$ cat config.mk
export PLATFORM = sky130hd
export DESIGN_NAME = eq_gain_regbank_flat
export DESIGN_NICKNAME = d
export VERILOG_FILES = /design/src/rtl/eq_gain_regbank_if.sv /design/src/rtl/eq_gain_regbank.sv /design/src/flat_wrapper.sv
export SDC_FILE = /design/constraint.sdc
export NUM_CORES = 1
export LEC_CHECK = 0
export BUFFER_PORTS_ARGS = -buffer_cell sky130_fd_sc_hd__clkbuf_2
export CORE_ASPECT_RATIO = 0.9
export CORE_MARGIN = 5
export CORE_UTILIZATION = 45
export DETAILED_ROUTE_END_ITERATION = 6
export GPL_ROUTABILITY_DRIVEN = 1
export MAX_ROUTING_LAYER = met4
export PLACE_DENSITY = 0.73
export SYNTH_ARGS = -nofsm -noshare
export SYNTH_HDL_FRONTEND = slang
export SYNTH_SLANG_ARGS = --single-unit
$ cat constraint.sdc
create_clock -name clk -period 11.6 [get_ports clk]
set_clock_uncertainty 0.05 [all_clocks]
set_input_delay 2.32 -clock clk [delete_from_list [all_inputs] [get_ports clk]]
set_output_delay 2.32 -clock clk [all_outputs]
set_load 0.02 [all_outputs]
$ cat src/rtl/eq_gain_regbank_if.sv
// Register-bus and gain-output bundle of the equalizer band-gain register bank.
// we, re and tick are single-cycle strobes with no ready/backpressure: the slave accepts every strobe on the rising edge where it is high.
interface eq_gain_regbank_if #(
    parameter int NUM_BANDS  = 10,
    parameter int GAIN_WIDTH = 13
);
    logic                            we;
    logic                            re;
    logic [7:0]                      addr;
    logic [7:0]                      data_in;
    logic                            tick;
    logic [7:0]                      rd_data;
    logic [NUM_BANDS*GAIN_WIDTH-1:0] gain;
    logic                            busy;

    modport master (
        output we, re, addr, data_in, tick,
        input  rd_data, gain, busy
    );

    modport slave (
        input  we, re, addr, data_in, tick,
        output rd_data, gain, busy
    );
endinterface

$ cat src/rtl/eq_gain_regbank.sv
// Staged/committed per-band gain registers feeding the EQ filter-bank multipliers.
// Define GAIN_RAMP_EN to build the per-tick ramp engine between target and active gains.
module eq_gain_regbank #(
    parameter int NUM_BANDS  = 10,
    parameter int GAIN_WIDTH = 13,
    parameter int FRAC_BITS  = 8,
    parameter int RAMP_STEP  = 16
) (
    input logic              clk,
    input logic              rst,
    eq_gain_regbank_if.slave bus
);
    localparam int                    HI_W        = GAIN_WIDTH - 8;
    localparam logic [GAIN_WIDTH-1:0] UNITY       = GAIN_WIDTH'(1 << FRAC_BITS);
    localparam logic [7:0]            BAND_END    = 8'(2 * NUM_BANDS);
    localparam logic [7:0]            ADDR_CTRL   = 8'hF0;
    localparam logic [7:0]            ADDR_BYPASS = 8'hF1;
    localparam logic [7:0]            ADDR_STATUS = 8'hF2;

    logic [GAIN_WIDTH-1:0] s_q   [NUM_BANDS];
    logic [GAIN_WIDTH-1:0] t_q   [NUM_BANDS];
    logic [GAIN_WIDTH-1:0] c_cur [NUM_BANDS];
    logic                  bypass_q;
    logic                  busy_q;
    logic [7:0]            rd_q;
    logic [7:0]            rd_next;
    logic                  in_bands;
    logic [6:0]            band_sel;
    logic                  commit;
    logic                  stage_unity;

    assign in_bands    = bus.addr < BAND_END;
    assign band_sel    = bus.addr[7:1];
    assign commit      = bus.we && (bus.addr == ADDR_CTRL) && bus.data_in[0];
    assign stage_unity = bus.we && (bus.addr == ADDR_CTRL) && bus.data_in[1];

    always_ff @(posedge clk or posedge rst) begin
        if (rst) begin
            for (int b = 0; b < NUM_BANDS; b++) begin
                s_q[b] <= UNITY;
                t_q[b] <= UNITY;
            end
            bypass_q <= 1'b0;
            rd_q     <= 8'h00;
        end else begin
            for (int b = 0; b < NUM_BANDS; b++) begin
                // Commit samples the old staging value even when unity staging fires alongside it.
                if (commit) t_q[b] <= s_q[b];
                if (stage_unity) begin
                    s_q[b] <= UNITY;
                end else if (bus.we && in_bands && band_sel == 7'(b)) begin
                    if (bus.addr[0]) s_q[b][GAIN_WIDTH-1:8] <= bus.data_in[HI_W-1:0];
                    else             s_q[b][7:0]            <= bus.data_in;
                end
            end
            if (bus.we && bus.addr == ADDR_BYPASS) bypass_q <= bus.data_in[0];
            if (bus.re) rd_q <= rd_next;
        end
    end

    // Read mux sees pre-write state, so a same-cycle write to the read address is not visible yet.
    always_comb begin
        rd_next = 8'h00;
        if (in_bands) begin
            for (int b = 0; b < NUM_BANDS; b++) begin
                if (band_sel == 7'(b))
                    rd_next = bus.addr[0] ? 8'(s_q[b][GAIN_WIDTH-1:8]) : s_q[b][7:0];
            end
        end else if (bus.addr == ADDR_BYPASS) begin
            rd_next = {7'b0, bypass_q};
        end else if (bus.addr == ADDR_STATUS) begin
            rd_next = {7'b0, busy_q};
        end
    end

`ifdef GAIN_RAMP_EN
    localparam logic [GAIN_WIDTH:0] STEP = (GAIN_WIDTH+1)'(RAMP_STEP);

    logic [GAIN_WIDTH-1:0] c_q [NUM_BANDS];
    logic                  mismatch;

    // One bounded step toward t, one bit wider so the difference never wraps.
    function automatic logic [GAIN_WIDTH-1:0] ramp_next(input logic [GAIN_WIDTH-1:0] c,
                                                        input logic [GAIN_WIDTH-1:0] t);
        logic [GAIN_WIDTH:0] cw;
        logic [GAIN_WIDTH:0] tw;
        logic [GAIN_WIDTH:0] d;
        logic [GAIN_WIDTH:0] r;
        cw = {1'b0, c};
        tw = {1'b0, t};
        r  = cw;
        if (cw < tw) begin
            d = tw - cw;
            if (d > STEP) d = STEP;
            r = cw + d;
        end else if (cw > tw) begin
            d = cw - tw;
            if (d > STEP) d = STEP;
            r = cw - d;
        end
        return GAIN_WIDTH'(r);
    endfunction

    always_comb begin
        mismatch = 1'b0;
        for (int b = 0; b < NUM_BANDS; b++) begin
            if (c_q[b] != t_q[b]) mismatch = 1'b1;
        end
    end

    always_ff @(posedge clk or posedge rst) begin
        if (rst) begin
            for (int b = 0; b < NUM_BANDS; b++) c_q[b] <= UNITY;
            busy_q <= 1'b0;
        end else begin
            if (bus.tick) begin
                for (int b = 0; b < NUM_BANDS; b++) c_q[b] <= ramp_next(c_q[b], t_q[b]);
            end
            busy_q <= mismatch;
        end
    end

    assign c_cur = c_q;
`else
    localparam int unused_ramp_step = RAMP_STEP;
    logic          unused_tick;

    assign unused_tick = bus.tick;
    assign c_cur       = t_q;
    assign busy_q      = 1'b0;
`endif

    for (genvar b = 0; b < NUM_BANDS; b++) begin : g_out
        assign bus.gain[b*GAIN_WIDTH +: GAIN_WIDTH] = bypass_q ? UNITY : c_cur[b];
    end

    assign bus.busy    = busy_q;
    assign bus.rd_data = rd_q;
endmodule

$ cat src/flat_wrapper.sv
// flat-port wrapper written by rule: the top's interface ports become plain ports
module eq_gain_regbank_flat 
#(
    parameter int NUM_BANDS  = 10,
    parameter int GAIN_WIDTH = 13,
    parameter int FRAC_BITS  = 8,
    parameter int RAMP_STEP  = 16
)
  (clk, rst, bus_we, bus_re, bus_addr, bus_data_in, bus_tick, bus_rd_data, bus_gain, bus_busy);
  eq_gain_regbank_if #(.NUM_BANDS(NUM_BANDS), .GAIN_WIDTH(GAIN_WIDTH)) bus_i ();
  input logic clk;
  input logic rst;
  input wire logic [$bits(bus_i.we)-1:0] bus_we;
  input wire logic [$bits(bus_i.re)-1:0] bus_re;
  input wire logic [$bits(bus_i.addr)-1:0] bus_addr;
  input wire logic [$bits(bus_i.data_in)-1:0] bus_data_in;
  input wire logic [$bits(bus_i.tick)-1:0] bus_tick;
  output wire logic [$bits(bus_i.rd_data)-1:0] bus_rd_data;
  output wire logic [$bits(bus_i.gain)-1:0] bus_gain;
  output wire logic [$bits(bus_i.busy)-1:0] bus_busy;
  assign bus_i.we = bus_we;
  assign bus_i.re = bus_re;
  assign bus_i.addr = bus_addr;
  assign bus_i.data_in = bus_data_in;
  assign bus_i.tick = bus_tick;
  assign bus_rd_data = bus_i.rd_data;
  assign bus_gain = bus_i.gain;
  assign bus_busy = bus_i.busy;
  eq_gain_regbank #(.NUM_BANDS(NUM_BANDS), .GAIN_WIDTH(GAIN_WIDTH), .FRAC_BITS(FRAC_BITS), .RAMP_STEP(RAMP_STEP)) u_core (.clk(clk), .rst(rst), .bus(bus_i));
endmodule
* Word level (Yosys, flattened, before mapping) *
Index checks and enable logic that the tools add are counted.

storage, ports and cells
  register bits after elaboration = 269
  input port bits = 21
  output and inout bits = 139
  word-level logic and storage cells = 146

cells by class
  order comparisons = 1
  equality and inequality tests = 12
  muxes and demuxes = 54
  reductions and logical operators = 47

operator list
  cell                                                                          number
  13-bit two-way mux                                                            30
  8-bit two-way mux                                                             22
  2-bit AND reduction                                                           20
  7-bit by 3-bit equality test with 1-bit output, second input constant         4
  2-bit nonzero test                                                            11
  8-bit equality test, second input constant                                    2
  1-bit logical AND                                                             15
  7-bit by 2-bit equality test with 1-bit output, second input constant         2
  7-bit by 4-bit equality test with 1-bit output, second input constant         2
  8-bit by 5-bit less-than comparator with 1-bit output, second input constant  1
  7-bit by 1-bit equality test with 1-bit output, second input constant         1
  7-bit logical NOT                                                             1
  5-bit two-way mux                                                             1
  2-bit by 1-bit inequality test with 1-bit output, second input constant       1
  1-bit two-way mux                                                             1

* Logic depth before layout (Yosys ltp) *
  depth in word-level cells = 12
  mapped depth = 9
  depth with buffers taken out = 5

* Worst setup path before layout *
No wires, ideal clock.

  path kind = input to register
  start point = input port bus_addr[1]
  end point = register u_core.s_q[118] (netlist name)
  setup time = 128 ps
  data arrival time = 4046 ps
  required time = 11422 ps
  setup slack = 7376 ps
  stages = 8
  path buffers = 3
  path through = buf_2 -> or3_1 -> buf_2 -> nor4_4 -> nand2_1 -> buf_4 -> a21o_1 -> mux2_1

on the way
  cells in the longest elaborated chain, start to end = 5
  elaborated cells between the ends (all ways) = 11
  those cells by class = 1 x order compare; 2 x eq/ne; 1 x mux; 7 x reduce/logical

ends and longest elaborated chain
  what                                                                                                     RTL line                                      source
  from (decl)                                                                                              flat_wrapper.sv:15                            input wire logic [$bits(bus_i.addr)-1:0] bus_addr;
  8-bit by 5-bit less-than comparator with 1-bit output / 8-bit equality test (equally long branches)      eq_gain_regbank.sv:32, eq_gain_regbank.sv:35
  1-bit logical AND (on tied branches) (2 in a row)                                                        eq_gain_regbank.sv:51, eq_gain_regbank.sv:35
  2-bit nonzero test (no line) / 2-bit by 1-bit inequality test with 1-bit output (equally long branches)  n/a
  2-bit AND reduction (no line)                                                                            n/a
  to (signal, indexed assignment)                                                                          eq_gain_regbank.sv:52                         if (bus.addr[0]) s_q[b][GAIN_WIDTH-1:8] <= bus.data_in[HI_W-1:0];
  to (signal, indexed assignment)                                                                          eq_gain_regbank.sv:53                         else s_q[b][7:0] <= bus.data_in;
  to (decl)                                                                                                eq_gain_regbank.sv:20                         logic [GAIN_WIDTH-1:0] s_q [NUM_BANDS];

Parallel ways exist; a longest one is shown, timed or not.
A chain may end at the register's enable or synchronous reset.

* Worst setup path after layout *
  start point = input port bus_addr[2]
  end point = register u_core.s_q[93] (netlist name)

Same word-level chain as after synthesis.

==> impl_metrics.yaml <==
clock_tree:
  cts_buffers: 27
  ctsHoldBuffers: 0
  cts.repair.resized: 0
  cts_root_buf: "clkbuf_16"
  insertion_delay_ps: 530
  cts_setup_buffers: 0
  cts_buffer_depth: 3
  clk_pin_slew_worst_paths_ps: 60
  htree_levels: 1
  cts_tree: "yes"
  cts.sinks: 269
critical_path:
  r2r_slack_ps: 9640
  worstPathCellList: "clkbuf_2, or3_1, nor4_4, nand2_1, and2_0, mux2_2"
  start_kind: "input pin"
  required_ps: 11960
  critPathBufInv: 1
  crit_family: "simple AND/OR/NAND/NOR gates"
  r2r_end: "u_core.bus.rd_data[0]$_DFFE_PP0P_"
  arrival_ps: 5500
  r2r-start: "u_core.bypass_q$_DFFE_PP0P_"
  crit_fanout: 22
  crit_path_end_kind: "register"
  crit_slowest_cell: "and2_0"
  criticalPathCategory: "input pin to register"
  cp-startpoint: "bus_addr[2]"
  reg2reg_depth: 3
  max_stage_delay_ps: 750
timing:
  setup_violations: 0
  drv_slew: 0
  tightest_slew_ps: 955
  clock.fmax_mhz: 195
  layout_setup_ws_ps: 6460
  max-slew-margin-rel_pct: 36.3
  rsz0062_at_grt: "false"
  min_period_ps: 5140
  setup_tns_ps: 0
  finalCritPeriodShare_pct: 44.3
  hold_viol: 0
logic_synthesis:
  ys_seq_area_share_pct: 54.3
  ys_warn_count: 0
  synth-seq-cells: 269
  synthArstFlopShare_pct: 100
  yosysTopAreaCell: "dfrtp_1"
  avgSynthCellArea_um2: 12.8
  synthTopCellsByCount: "249 x dfrtp_1, 169 x mux2_2, 123 x nor2b_1"
  yosysUniqueCellTypes: 51
  synth_top_area_share_pct: 50.1
  synth_most_common_cell: "dfrtp_1"
  ys.flop_type: "dfrtp_1"
  synth_area_leaders: "dfrtp_1 50%, mux2_2 15%, nor2b_1 6.2%"
  synthesis.area_um2: 12400
  synth-edff-count: 0
  syn_inst: 974
  synthesis.nets: 995
drt:
  wl_um: 32000
  drtIter0Drc: 631
  drcViolationCount: 0
  avgRoutedWirePerCell_um: 21.6
  viasPerCell: 5.59
  ant_nets: 0
  vias: 8275
  first_pass_iters: 5
hold_path:
  min_path_cells: 1
  worstHoldEndpoint: "u_core.c_cur[49]$_DFFE_PP0P_"
  worstHoldStart: "u_core.c_cur[49]$_DFFE_PP0P_"
  hold_path_class: "register to register"
finish:
  regArea_um2: 6760
  fillers: 2354
  final_area_um2: 14400
  areaGrowthSynthToFinish_pct: 15.4
  final_nets: 1122
  multi_input_area_um2: 5360
  final_layout_size_suffix_gt1_share_pct: 40.1
  fin_util_pct: 53.0
global_routing:
  antenna_found_initial: 5
  grt_util_all_layers_pct: 21.2
  grt_pass1_vias: 8432
  grt_max_degree: 120
  overflow: 0
  grt_pass1_wl_um: 50300
floorplanning:
  core-area_um2: 27100
  rows: 57
  die_x_um: 185
  start_util_pct: 45.9
  die_area_um2: 31100
  fp.dieH_um: 168
  ios: 160
outcome:
  outcome: "finished clean"
pwr:
  leakage_nw: 7.35
  p_per_area_nw_per_um2: 136
  ir_drop_mv: 0.0964
place:
  place_hpwl_um: 22000
  numPortBuffers: 157
  placedInstanceArea_um2: 13400
  dp_slack_ps: 5980
  gp_congestion: 0.902
flow_run:
  drv_cap: 0
-- routing by layer --
layer	global-route usage (%)	vias up	part of all wire [%]
li1	-	3708	-
met1	30.7	4225	46
met2	31.4	295	45
met3	3.99	47	6.7
met4	4.72	0	2.2
met5	-	-	0
-- per-stage QoR --
stage | hold WS (ps) | power (mW) | cells
final | 439 | 1.95 | 1480
after global routing | 457 | 2.01 | 1480
after CTS | 441 | 1.96 | 1475
after detailed placement | 427 | 1.08 | 1426
after global placement | 420 | 1.08 | 1426
after floorplan | 406 | 1.04 | 974
-- cells by family after synthesis --
family	Yosys count	share of synthesized area, %
buf+inv	76	2.64
other cells	1	0.0302
simple gates	242	11.3
mux	261	24.6
flops	269	54.3
compound gates	125	7.08
-- final cells by class --
class	instances	share of cell area, %
Multi-Input combinational cell	629	37.3
Timing Repair Buffer	165	5.89
Antenna cell	5	0.0872
Clock inverter	18	1.42
Clock buffer	31	4.81
Sequential cell	269	47.1
Inverter	9	0.288
Tap cell	354	3.09
-- layout by cell type, fill, tap and decap left out, drive strengths merged, types with 2 or more instances in the layout --
cell type	Yosys	layout
dfrtp	249	249
mux2	205	205
clkbuf	35	188
nor2b	123	123
mux2i	41	41
nor2	38	38
a22o	30	30
o21ai	30	30
nand2	25	25
a21oi	23	23
dfstp	20	20
mux4	15	15
or2	15	15
clkinv	1	13
a211oi	11	11
o22ai	9	9
inv	8	9
nor3	9	9
buf	32	8
and2	8	8
nand3	7	7
diode	0	5
nand2b	5	5
a31oi	5	5
or3	4	4
bufinv	0	4
nand4	4	4
a22oi	3	3
nor4	3	3
o31ai	3	3
a221oi	2	2
o221ai	2	2
o22a	2	2
-- sequential cells by signal, indices dropped and copies added, names as in the netlist --
| signal | count |
|---|---|
| u_core.c_cur | 130 |
| u_core.s_q | 130 |
| u_core.bus.rd_data | 8 |
| u_core.bypass_q | 1 |
-- power by group --
part | total, mW | switching (mW) | internal, mW
combinational | 0.0935 | 0.0658 | 0.0277
clock | 0.886 | 0.368 | 0.518
sequential | 0.968 | 0.0157 | 0.952
total | 1.95 | 0.449 | 1.50
-- worst max-delay path by stage --
| stage | to | slack [ps] | depth (start not counted) |
|---|---|---|---|
| finish | u_core.s_q[93]$_DFFE_PP0P_ | 6460 | 6 |
| global route | u_core.s_q[101]$_DFFE_PP0P_ | 6350 | 6 |
| CTS | u_core.s_q[93]$_DFFE_PP0P_ | 6540 | 6 |
| detailed placement | u_core.s_q[114]$_DFFE_PP0P_ | 5980 | 6 |
| global placement | u_core.s_q[42]$_DFFE_PP0P_ | 6050 | 6 |
| floorplan | u_core.bus.rd_data[0]$_DFFE_PP0P_ | 1850 | 1 |
Note: power is estimated with default switching activity, not from simulation.
